[src/rtl/tdm_pkg.sv]
// TDM demux shared types and defaults.
// Imported by the slot counter and the demux top.
package tdm_pkg;

  localparam int DW_DEF  = 8;
  localparam int NCH_DEF = 3;

  typedef enum logic {
    HUNT = 1'b0,
    LOCK = 1'b1
  } state_t;

endpackage

[src/rtl/tdm_slot_cnt.sv]
// Slot counter for the TDM demux.
// Load-to-1 on slot 0, increment with wrap, clear on loss of lock.
module tdm_slot_cnt
  import tdm_pkg::*;
#(
  parameter int NCH = NCH_DEF,
  parameter int CW  = $clog2(NCH)
) (
  input  logic          clk,
  input  logic          rst_n,
  input  logic          clr,
  input  logic          load1,
  input  logic          inc,
  output logic [CW-1:0] cnt
);

  always_ff @(posedge clk or negedge rst_n) begin
    if (!rst_n) begin
      cnt <= '0;
    end else if (clr) begin
      cnt <= '0;
    end else if (load1) begin
      cnt <= CW'(1);
    end else if (inc) begin
      cnt <= (cnt == CW'(NCH - 1)) ? '0 : cnt + CW'(1);
    end
  end

endmodule

[src/rtl/tdm_demux_1x3.sv]
// Time-division demultiplexer: one sample stream to NCH slot lanes.
// Frames are assembled in a shadow buffer and published whole.
module tdm_demux_1x3
  import tdm_pkg::*;
#(
  parameter int DW  = DW_DEF,
  parameter int NCH = NCH_DEF
) (
  input  logic              clk,
  input  logic              rst_n,
  input  logic [DW-1:0]     din,
  input  logic              din_valid,
  input  logic              sync,
  output logic [NCH*DW-1:0] ch_out,
  output logic              frame_valid,
  output logic              sync_err,
  output logic              locked
);

  localparam int CW = $clog2(NCH);

  state_t                     st, st_d;
  logic [CW-1:0]              cnt;
  logic [NCH-2:0][DW-1:0]     shadow;
  logic                       is_lock, at0, last;
  logic                       take_s0, take_d, miss, err, fin;

  always_comb begin
    is_lock = (st == LOCK);
    at0     = (cnt == '0);
    last    = (cnt == CW'(NCH - 1));
    take_s0 = din_valid & sync;
    take_d  = din_valid & ~sync & is_lock & ~at0;
    miss    = din_valid & ~sync & is_lock & at0;
    err     = din_valid & is_lock & (sync ? ~at0 : at0);
    fin     = take_d & last;
  end

  always_comb begin
    st_d = st;
    unique case (1'b1)
      take_s0: st_d = LOCK;
      miss:    st_d = HUNT;
      default: st_d = st;
    endcase
  end

  always_ff @(posedge clk or negedge rst_n) begin
    if (!rst_n) begin
      st <= HUNT;
    end else begin
      st <= st_d;
    end
  end

  tdm_slot_cnt #(
    .NCH (NCH),
    .CW  (CW)
  ) u_cnt (
    .clk   (clk),
    .rst_n (rst_n),
    .clr   (miss),
    .load1 (take_s0),
    .inc   (take_d),
    .cnt   (cnt)
  );

  // The last slot bypasses the shadow straight into ch_out.
  always_ff @(posedge clk or negedge rst_n) begin
    if (!rst_n) begin
      shadow <= '0;
    end else begin
      if (take_s0) begin
        shadow[0] <= din;
      end
      for (int k = 1; k < NCH - 1; k++) begin
        if (take_d && cnt == CW'(k)) begin
          shadow[k] <= din;
        end
      end
    end
  end

  always_ff @(posedge clk or negedge rst_n) begin
    if (!rst_n) begin
      ch_out      <= '0;
      frame_valid <= 1'b0;
      sync_err    <= 1'b0;
      locked      <= 1'b0;
    end else begin
      if (fin) begin
        ch_out <= {din, shadow};
      end
      frame_valid <= fin;
      sync_err    <= err;
      locked      <= (st_d == LOCK);
    end
  end

endmodule

[config.mk]
export PLATFORM = sky130hd
export DESIGN_NAME = tdm_demux_1x3
export DESIGN_NICKNAME = d
export VERILOG_FILES = /design/src/rtl/tdm_pkg.sv /design/src/rtl/tdm_slot_cnt.sv /design/src/rtl/tdm_demux_1x3.sv
export SDC_FILE = /design/constraint.sdc
export NUM_CORES = 1
export LEC_CHECK = 0
export CAP_MARGIN = 20
export CORE_AREA = 4 4 65 67
export CTS_CLUSTER_DIAMETER = 40
export DETAILED_ROUTE_END_ITERATION = 10
export DIE_AREA = 0 0 69 71
export PLACE_DENSITY = 0.78
export SLEW_MARGIN = 20
export SYNTH_ARGS = -nofsm -noshare
export SYNTH_HDL_FRONTEND = slang
export SYNTH_HIERARCHICAL = 1
export SYNTH_SLANG_ARGS = --single-unit
[constraint.sdc]
create_clock -name clk -period 1.7 [get_ports clk]
set_input_delay 0.17 -clock clk [delete_from_list [all_inputs] [get_ports clk]]
set_output_delay 0.17 -clock clk [all_outputs]
set_load 0.01 [all_outputs]
After elaboration in Yosys (flattened, before gate mapping)
Cells that the tools add are included.
W data, S select, Z words.
{"block": "word_totals", "register_bits": 45, "latch_bits": 0, "mem_bits_rw": 0, "romBits": 0, "inputBits": 12, "wordCells": 30, "mem_count": 0}
{"block": "classes", "n_addsub": 1, "n_mul": 0, "div_mod_pow": 0, "order_cmp": 0, "eq_ne": 2, "shifts": 0, "mux": 6, "bitwise_logic": 10, "n_reduce_logical": 4}
{"op": "$and A1 B1 Y1", "count": 8}
{"op": "$mux W2", "count": 4}
{"op": "$reduce_bool A3 Y1", "count": 1}
{"op": "$add A2 B1 Y2 const B", "count": 1}
{"op": "$eq A2 B1 Y1 const B", "count": 1}
{"op": "$eq A2 B2 Y1 const B", "count": 1}
{"op": "$logic_not A2 Y1", "count": 1}
{"op": "$not A1 Y1", "count": 2}
{"op": "$pmux W1 S2", "count": 1}
{"op": "$reduce_bool A2 Y1", "count": 1}
{"op": "$logic_and A1 B1 Y1", "count": 1}
{"op": "$mux W1", "count": 1}

Logic depth before layout (Yosys ltp)
{"block": "depth", "word_depth": 7, "depth_mapped": 4, "ltp_nobuf": 4}

Cells and area by module
The synthesis kept the hierarchy.
{"module": "tdm_demux_1x3", "n_inst": 1, "cells_each": 97, "area_per_inst_um2": 1652.8}
{"module": "tdm_slot_cnt", "n_inst": 1, "cells_each": 9, "area_per_inst_um2": 96.3}

Worst setup path before layout
OpenSTA, ideal clock, no wires.
{"block": "synth_path", "path_type": "flip-flop to flip-flop", "start": "register locked (netlist name)", "end": "register ch_out[16]", "setup_time_ps": 125, "arrival_time_ps": 1417, "t_required_ps": 1575, "slack_ps": 158, "path_stages_with_launch": 5, "path_buffers": 1, "period_less_slack_ps": 1542, "cell_sequence": "dfrtp_1 > nand3b_4 > nor3b_4 > buf_6 > mux2_2"}
{"element": "to (signal assigned)", "line_no": "tdm_demux_1x3.sv:92", "source": "ch_out <= {din, shadow};"}
{"element": "to (decl)", "line_no": "tdm_demux_1x3.sv:14", "source": "output logic [NCH*DW-1:0] ch_out,"}

==> impl_results.md <==
- Worst setup margin: approximately 170 ps
- Final period util: 90.0%
- Leakage power: approximately 1.1 nW
- CP peak stage delay: 440 ps
- Worst-case clock buffer depth: 2
- GRT Residual Overflow: 0
- YS warnings: 6
- Area Overhead vs Synth: 37.1%
- Syn nets: 118
- Post-route DRC: 0
- Clk_lat worst skew: slightly below 300 ps
- Register area share after synthesis: 64.4%
- Final Hold Viols: 0
- CORE AREA: 3630 µm²
- Power Internal: 2.79 mW
- Vias post-DR: 1044
- Pwr dens: 1580 nW/µm²
- Starting Density: about half
- GPL Wtd Cong: 0.719
- VDD IR max: between 0.0006 and 0.0007 V
- Data arrival, critical path: 1750 ps
- Global Route Usage Sum: 14.4%
- Reg clk slew, reported paths: roughly 80 ps
- Worst path slowest cell: dfrtp_1
- Most frequent cells in the layout: 45 x dfrtp_1, 40 x mux2_2, 37 x clkdlybuf4s50_1
- Syn avg cell area: 16.5 µm²
- Post-DP HPWL: 2420 µm
- Largest net degree at the start of global routing: 26
- Placed insts: 199
- Clock Skews: 2.73 ps
- Overall power: 3.78 mW
- CP max FO: 4
- Share of layout cells above drive strength 1: a little under two fifths
- Unrepaired setup endpoints after global routing: false
- Die Wd: between 60 and 70 µm
- Fillers: 276
- Post-CTS setup buffers: 0
- # setup viols final: 0
- Routed vias/inst: about 5.0
- Clk pwr share: 24.7%
- Post-Route WL: 3260 µm
- Switching Share: 26.2%
- Hold Path Class: input port to asynchronous set/reset pin
- Netlist Area Pre-Place: ~1700 µm²
- CP top delay family: simple AND/OR/NAND/NOR gates
- Max-cap violation count: 0
- Port Buffer Count: 38
- Levels on crit path: 5
- CTS tree: yes
- Crit Path Category: flip-flop to flip-flop
- Logic gate share of total power: 31.1%
- Yosys reg bits: 45
- Number of global-route vias before repair: 1096
- Nets: 171
- Iter 0 DRT Violations: 29
- Antenna Diode Count: 0
- Most common cell after layout, fill and taps aside: dfrtp_1
- Cell-by-cell listing of the critical path: nand3b_4 -> buf_4 -> nor2_1 -> or3b_1 -> a31oi_1
- Fin cells: ~210
- Drt pass-1 iters: 2
- H-tree levels: 2
- Fmax: 0.654 GHz
- # IOs: 39
- Pre-CTS setup slack: -93.0 ps
- Die area: approximately 4900 µm²
- Reg2Reg Depth: 5
- Crit. End Element: flip-flop
- DR WL/cell: 15.7 µm
- Seq pwr share: 44.2%
- Final ANT Viol Nets: 0
- Status: finished, final reports clean
- Mapped Cells: about 110
- Slew @ Worst Pin: 404 ps
- Req. time, crit path: 1920 ps
- Clk sink count: 45
- Slew HR: 73.0%
- Clk root buf: clkbuf_8
- CP Buf/Inv Count: 1
- Antenna violations before repair: 0
- Critical Path Start Type: flip-flop
- Tmin final: 1530 ps
- Final Max Tran Viols: 0
- First-pass GRT wire length: 5440 µm
- Sw Pwr: approximately 0.99 mW
- Die height: between 70 and 80 µm
- CTS Buf Count: 5
- Std cell rows: 22
- Core Util, Final: 66.0%
- Library cells used by synthesis: 17
==> stage by stage <==
stage,hold WS (ps),TNS (ps),area [µm²]
2_1_floorplan,-126,0,1750
3_3_place_gp,109,-183,2250
3_5_place_dp,119,-1420,2250
4_1_cts,325,0,2400
5_1_grt,378,0,2400
6_report,329,0,2400
==> cells by family after synthesis <==
logic type             Yosys count  share of synthesized area [%]
AO/OA/AOI/OAI                    3                           1.22
XOR/XNOR                         1                          0.501
buffers and inverters            4                           1.72
flip-flops                      45                           64.4
multiplexers                    40                           25.8
AND/OR/NAND/NOR                 13                           6.44
==> flip-flops by register name, summed over array words and instances, names as in the netlist <==
| register | count |
|---|---|
| ch_out | 24 |
| frame_valid | 1 |
| locked | 1 |
| shadow | 16 |
| sync_err | 1 |
| u_cnt/cnt | 2 |
==> Yosys cell counts <==
master / number / area (µm²)
dfrtp_1: 45 / 1130
mux2_2: 40 / 450
buf_6: 2 / 22.5
inv_1: 2 / 7.51
nand2_1: 2 / 7.51
nand2b_1: 2 / 12.5
nor2_1: 2 / 7.51
nor3b_4: 2 / 37.5
a211oi_1: 1 / 7.51
a21o_1: 1 / 7.51
a31oi_1: 1 / 6.26
and3_1: 1 / 6.26
nand3b_1: 1 / 7.51
nand3b_4: 1 / 20.0
nor3_1: 1 / 5.00
or3b_1: 1 / 8.76
xor2_1: 1 / 8.76
==> power groups by stage <==
| stage | Sequential [mW] | Combinational [mW] | Clock [mW] |
|---|---|---|---|
| after CTS | 1.68 | 1.20 | 0.959 |
| after global routing | 1.72 | 1.26 | 1.00 |
| after detailed placement | 1.70 | 1.19 | 0 |
| final | 1.67 | 1.17 | 0.933 |
| after floorplan | 1.76 | 0.450 | 0 |
| after global placement | 1.67 | 1.14 | 0 |
==> path summary, 6_finish.rpt <==
| kind | slack [ps] | start | end |
|---|---|---|---|
| min in group clk | 510 | shadow[11] | shadow[11] |
| min | 330 | rst_n | ch_out[1] |
| max in group asynchronous | 840 | rst_n | shadow[7] |
| min reg2reg | 510 | shadow[11] | shadow[11] |
| max | 170 | locked | u_cnt/cnt[0] |
| max reg2reg | 170 | locked | u_cnt/cnt[0] |
==> cell type report <==
cell class	count	area (µm²)	area share, %
flip-flops and latches	45	1130	46.9
inverters	2	7.51	0.313
well taps	48	60.1	2.50
clock inverters	3	65.1	2.71
clock buffers	5	68.8	2.87
repair buffers	48	478	19.9
multi-input cells	57	593	24.7
==> metal layers <==
layer  track usage (%)  part of all wire, %  up-vias
li1                  -                    -      483
met1              16.8                   41      523
met2              23.1                   52       28
met3              4.26                  4.7       10
met4              9.33                  2.6        0
met5                 0                    0        -
==> timing repair <==
| action | 4_1_cts | 5_1_grt |
|---|---|---|
| hold buffers | 1 | 0 |
| gates resized for setup | 0 | 0 |
| hold endpoints to repair | 17 | 0 |
No activity file was read; power rests on OpenSTA's default activity.
==> RTL change 1 (same settings) <==
Set the package constant `DW_DEF` to 6 (it was 8).
--- a/src/rtl/tdm_pkg.sv
+++ b/src/rtl/tdm_pkg.sv
@@ -2,7 +2,7 @@
 // Imported by the slot counter and the demux top.
 package tdm_pkg;
 
-  localparam int DW_DEF  = 8;
+  localparam int DW_DEF  = 6;
   localparam int NCH_DEF = 3;
 
   typedef enum logic {
Interface: changed (resized ch_out and din); port bits go from 39 to 31. No check against the original RTL was run, so the function may have changed too.
==> RTL change 1 against the unedited design <==
  * Sequential cell count decreased by 10
  * Synthesized area decreased by 21%
  * Power decreased by 25%
  * Register-to-register slack improved by 90 ps
  * Routed wire length decreased by 26%
  * Design area decreased by 22%
  * Worst setup slack improved by 61 ps
  * Largest cell class unchanged
  * Global-route usage decreased by 3.3 points
==> RTL change 1: results (changes against the unedited design) <==
layout cells sized above 1 = 29.69% (was 38.13%)
synth top area cells = dfrtp_1 63%, mux2_2 17%, mux2_1 7.3% (was dfrtp_1 64%, mux2_2 26%, nor3b_4 2.1%)
Psw = 766.6 µW (was 990.1 µW)
initial antenna violation count = 0 (unchanged)
Cells after DPL = 168 (was 199)
register area share after synthesis = 63.46% (was 64.38%)
clock root buffer = clkbuf_8 (unchanged)
nets = 137 (was 171)
maximum vdd drop = 724.7 µV (was 660.6 µV)
Crit path arrival time = 1630 ps (was 1750 ps)
Slew @ Worst Pin = 426.0 ps (was 404.5 ps)
top flop regs = ch_out (18), shadow (12), u_cnt/cnt (2) (was ch_out (24), shadow (16), u_cnt/cnt (2))
Critical Path Max Stage Delay = 560 ps (was 440 ps)
clk_lat worst skew = 270 ps (was 290 ps)
post-CTS resize count = 0 (unchanged)
slowest CP cell = clkdlybuf4s50_1 (was dfrtp_1)
maximum clock path buffer count = 2 (unchanged)
number of I/O port buffers = 30 (was 38)
DRT Pass-1 Iters = 4 (was 2)
DR iter-0 viols = 66 (was 29)
commonest cells in the netlist = 35 x dfrtp_1, 21 x mux2_2, 9 x mux2_1 (was 45 x dfrtp_1, 40 x mux2_2)
All-Layer GR Usage = 11.11% (was 14.38%)
Total Routed Length = 2409 µm (was 3264 µm)
outcome = completed (unchanged)
vias in the first global route = 897 (was 1096)
GPL Wtd Cong = 0.7530 (was 0.7192)
Unique masters post-synth = 20 (was 17)
FILL cells = 332 (was 276)
DR WL/cell = 13.69 µm (was 15.69 µm)
ant diodes = 0 (unchanged)
Async SR Flop Fraction = 100.0% (unchanged)
HP Class = in -> async (unchanged)
via count = 818 (was 1044)
first-pass GRT wire length = 4257 µm (was 5437 µm)
Inserted Clock Buffers = 5 (unchanged)
delay-heaviest family, CP = buffers and inverters (was simple AND/OR/NAND/NOR gates)
postcts setup bufs = 0 (unchanged)
Leak = 0.0008486 µW (was 0.001094 µW)
Clock Skew = 3.306 ps (was 2.730 ps)
Synth Net Count = 96 (was 118)
Mapped Cells = 86 (was 106)
dpl hpwl = 1791 µm (was 2421 µm)
CP max FO = 10 (was 4)
H-tree depth = 2 (unchanged)
largest net degree at the start of global routing = 36 (was 26)
final number of hold-violating endpoints = 0 (unchanged)
[RTL change 1: cell count changes in the layout (fill, tap and decap cells not counted), sizes merged, moves of 2 or more]
cell,change
bufinv,-2
clkdlybuf4s50,-7
mux2,-10
buf,-4
dfrtp,-10
clkbuf,+2
[RTL change 1: worst register-to-register path: stages, from the launching register on]
cell,delay (ps)
dfrtp_1,430
nand3b_4,130
nor3b_2,210
buf_4,220
mux2_2,350
[RTL change 1: cells by family (layout without fill, tap and decap cells)]
| group | Yosys count | count (layout) | share of synthesized area, % |
|---|---|---|---|
| flip-flops | 35 | 35 | 63.46 |
| multiplexers | 30 | 30 | 24.48 |
| AND/OR/NAND/NOR | 13 | 13 | 7.707 |
| buffers and inverters | 4 | 46 | 2.176 |
| AO/OA/AOI/OAI | 3 | 3 | 1.542 |
| XOR/XNOR | 1 | 1 | 0.6347 |
[RTL change 1: final timing paths]
kind                       cells past startpoint        from          to  slack, ps
max                                            5   din_valid   ch_out[2]        230
min                                            2       rst_n    sync_err        300
max reg2reg                                    4      locked   ch_out[2]        260
min reg2reg                                    1  ch_out[16]  ch_out[16]        490
max in group asynchronous                      2       rst_n   shadow[7]       1090
min in group clk                               1  ch_out[16]  ch_out[16]        490
[RTL change 1: through the flow]
stage	TNS, ps	setup WS (ps)	util, %	hold slack [ps]	cell area [µm²]
after floorplan	0	235.9	-	-125.6	1380
after global placement	-419.9	-32.67	48.52	466.8	1763
after detailed placement	-978.2	-69.61	48.52	478.9	1763
after CTS	0	220.3	51.38	310.9	1867
after global routing	0	136.6	51.38	346.5	1867
final	0	231.0	51.38	300.1	1867
[RTL change 1: layer usage]
metal / wire length (µm) / track usage (%) / share of wire [%] / vias to the layer above
li1: - / - / - / 386
met1: 1049 / 13.57 / 44 / 403
met2: 1208 / 17.90 / 50 / 27
met3: 111 / 2.699 / 4.6 / 2
met4: 40 / 6.508 / 1.7 / 0
met5: 0 / 0 / 0 / -
[RTL change 1: area by class of cell]
cell class | count | area share (%)
flip-flops and latches | 35 | 46.92
multi-input cells | 47 | 25.40
repair buffers | 36 | 18.50
clock buffers | 7 | 5.161
well taps | 48 | 3.217
clock inverters | 1 | 0.4021
inverters | 2 | 0.4021
[RTL change 1: power groups by stage]
stage               sequential (µW)  clock, µW  combinational, µW
CTS                            1310        663                906
global placement               1300          0                877
floorplan                      1370          0                342
global route                   1350        703                957
finish                         1310        638                887
detailed placement             1330          0                896
==> RTL change 2 (same flow settings) <==
Made on the original files. Reset style: synchronous (`rst_n`), changed in 4 clocked blocks.
--- a/src/rtl/tdm_slot_cnt.sv
+++ b/src/rtl/tdm_slot_cnt.sv
@@ -14,7 +14,7 @@
   output logic [CW-1:0] cnt
 );
 
-  always_ff @(posedge clk or negedge rst_n) begin
+  always_ff @(posedge clk) begin
     if (!rst_n) begin
       cnt <= '0;
     end else if (clr) begin
--- a/src/rtl/tdm_demux_1x3.sv
+++ b/src/rtl/tdm_demux_1x3.sv
@@ -45,7 +45,7 @@
     endcase
   end
 
-  always_ff @(posedge clk or negedge rst_n) begin
+  always_ff @(posedge clk) begin
     if (!rst_n) begin
       st <= HUNT;
     end else begin
@@ -66,7 +66,7 @@
   );
 
   // The last slot bypasses the shadow straight into ch_out.
-  always_ff @(posedge clk or negedge rst_n) begin
+  always_ff @(posedge clk) begin
     if (!rst_n) begin
       shadow <= '0;
     end else begin
@@ -81,7 +81,7 @@
     end
   end
 
-  always_ff @(posedge clk or negedge rst_n) begin
+  always_ff @(posedge clk) begin
     if (!rst_n) begin
       ch_out      <= '0;
       frame_valid <= 1'b0;
Function: differs if rst_n is asserted again (counterexample within 4 cycles, from zero or initial values and one cycle with rst_n low); with rst_n held inactive, the same outputs for 10 cycles.
==> RTL change 2 against the unedited design <==
  * Fmax rose by 4.9%
  * Worst setup slack gained 71 ps
  * Sequential cell count unchanged
  * Critical path depth fell by 4
  * Synthesized area rose by 0.36%
  * Synthesized cell count is 72% higher
  * Design area decreased by 5.3%
  * Routed wire length increased by 0.43%
  * Critical path type is now reg -> out
Power is not compared: it rests on default switching activity, and its combinational part moved more than twofold at a synthesized area within 25%.
==> RTL change 2: results (changes against the unedited design) <==
commonest cells in the netlist = 65 x nand2_1, 45 x dfxtp_1, 32 x mux2i_1 (was 45 x dfrtp_1, 40 x mux2_2)
Synth Net Count = 194 (was 118)
first-pass GRT wire length = 5457 µm (was 5437 µm)
min-delay src = rst_n
Async SR Flop Fraction = 0% (was 100.0%)
Setup TNS Final = 0 ps (unchanged)
Leak = 0.0007788 µW
top flop regs = ch_out (24), shadow (16), u_cnt/cnt (2) (unchanged)
maximum clock path buffer count = 2 (unchanged)
GPL Wtd Cong = 0.7537 (was 0.7192)
Reg clk slew, reported paths = 80 ps (about the same)
Critical Path Start = locked (unchanged)
DRT Pass-1 Iters = 4 (was 2)
H-tree depth = 2 (unchanged)
synth top area cells = dfxtp_1 51%, mux2i_1 18%, nand2_1 14% (was dfrtp_1 64%, mux2_2 26%, nor3b_4 2.1%)
layout cells sized above 1 = 6.696% (was 38.13%)
largest net degree at the start of global routing = 28 (was 26)
register area share after synthesis = 51.32% (was 64.38%)
Slew @ Worst Pin = 453.9 ps (was 404.5 ps)
Clock Skew = 6.903 ps (was 2.730 ps)
HP Class = in -> reg (was in -> async)
Psw = 393.9 µW
vias in the first global route = 1234 (was 1096)
Unique masters post-synth = 26 (was 17)
All-Layer GR Usage = 13.90% (was 14.38%)
number of I/O port buffers = 38 (unchanged)
postcts setup bufs = 0 (unchanged)
Critical Path Max Stage Delay = 570 ps (was 440 ps)
via count = 1290 (was 1044)
DR WL/cell = 12.05 µm (was 15.69 µm)
Crit path arrival time = 1290 ps (was 1750 ps)
delay-heaviest family, CP = buffers and inverters (was simple AND/OR/NAND/NOR gates)
FILL cells = 336 (was 276)
CORE AREA = 0.003633 mm² (unchanged)
DR iter-0 viols = 61 (was 29)
initial antenna violation count = 0 (unchanged)
Synth warnings = 6 (unchanged)
Final Critical Period = 1459 ps (was 1530 ps)
slowest CP cell = clkdlybuf4s50_1 (was dfrtp_1)
outcome = completed (unchanged)
dpl hpwl = 2403 µm (was 2421 µm)
maximum vdd drop = 455.1 µV
post-CTS resize count = 0 (unchanged)
Inserted Clock Buffers = 5 (unchanged)
worst r2r src = u_cnt/cnt[0] (was locked)
clock root buffer = clkbuf_8 (unchanged)
CP max FO = 4 (unchanged)
ant diodes = 0 (unchanged)
clk_lat worst skew = 290 ps (about the same)
nets = 235 (was 171)
RTL change 2: logic make-up after synthesis:
| kind of cell | count (synthesis) | share of synthesized area [%] |
|---|---|---|
| xor gates and xnor gates | 1 | 0.4990 |
| buffers and inverters | 13 | 5.131 |
| muxes | 32 | 18.25 |
| and+or+nand+nor | 79 | 19.74 |
| DFF | 45 | 51.32 |
| AOI/OAI and AO/OA | 12 | 5.061 |
RTL change 2: stage by stage:
stage | hold WS, ps | cells | setup WS [ps] | area [µm²] | power, µW
finish | 330.3 | 272 | 240.9 | 2272 | 1804
CTS | 326.9 | 272 | 222.5 | 2272 | 1823
floorplan | 311.7 | 182 | 449.5 | 1755 | 1156
detailed placement | 450.2 | 264 | 38.51 | 2192 | 1211
global placement | 445.1 | 264 | 97.86 | 2192 | 1210
global route | 359.8 | 272 | 170.2 | 2272 | 1880
RTL change 2: power groups by stage:
stage	clock network [µW]	logic (µW)	registers (µW)
CTS	636	111	1080
floorplan	0	56.3	1100
global route	681	120	1080
global placement	0	109	1100
detailed placement	0	110	1100
finish	618	110	1080
RTL change 2: per-layer routing:
layer / global-route usage (%) / share of wire (%)
met5: 0 / 0
met4: 6.508 / 1.8
met3: 4.688 / 4.9
met2: 22.35 / 47
met1: 16.77 / 47
RTL change 2: final cells by class:
cell class,count,area [µm²],area share (%)
sequential,45,900.9,39.65
clock buffer,8,80.08,3.524
inverter,2,7.507,0.3304
multi-input combinational,124,770.7,33.92
tap,48,60.06,2.643
timing repair buffer,45,452.9,19.93
RTL change 2: worst reg2reg max path: stages (launching register included):
cell	delay, ps
dfxtp_1	470
nor2_1	120
nor2_1	170
or3b_1	360
a31oi_1	160
RTL change 2: final timing paths:
| path | endpoint | slack (ps) | cells past startpoint |
|---|---|---|---|
| max | locked | 240 | 1 |
| min | locked | 330 | 2 |
| max reg2reg | u_cnt/cnt[0] | 350 | 4 |
| min reg2reg | ch_out[17] | 460 | 2 |
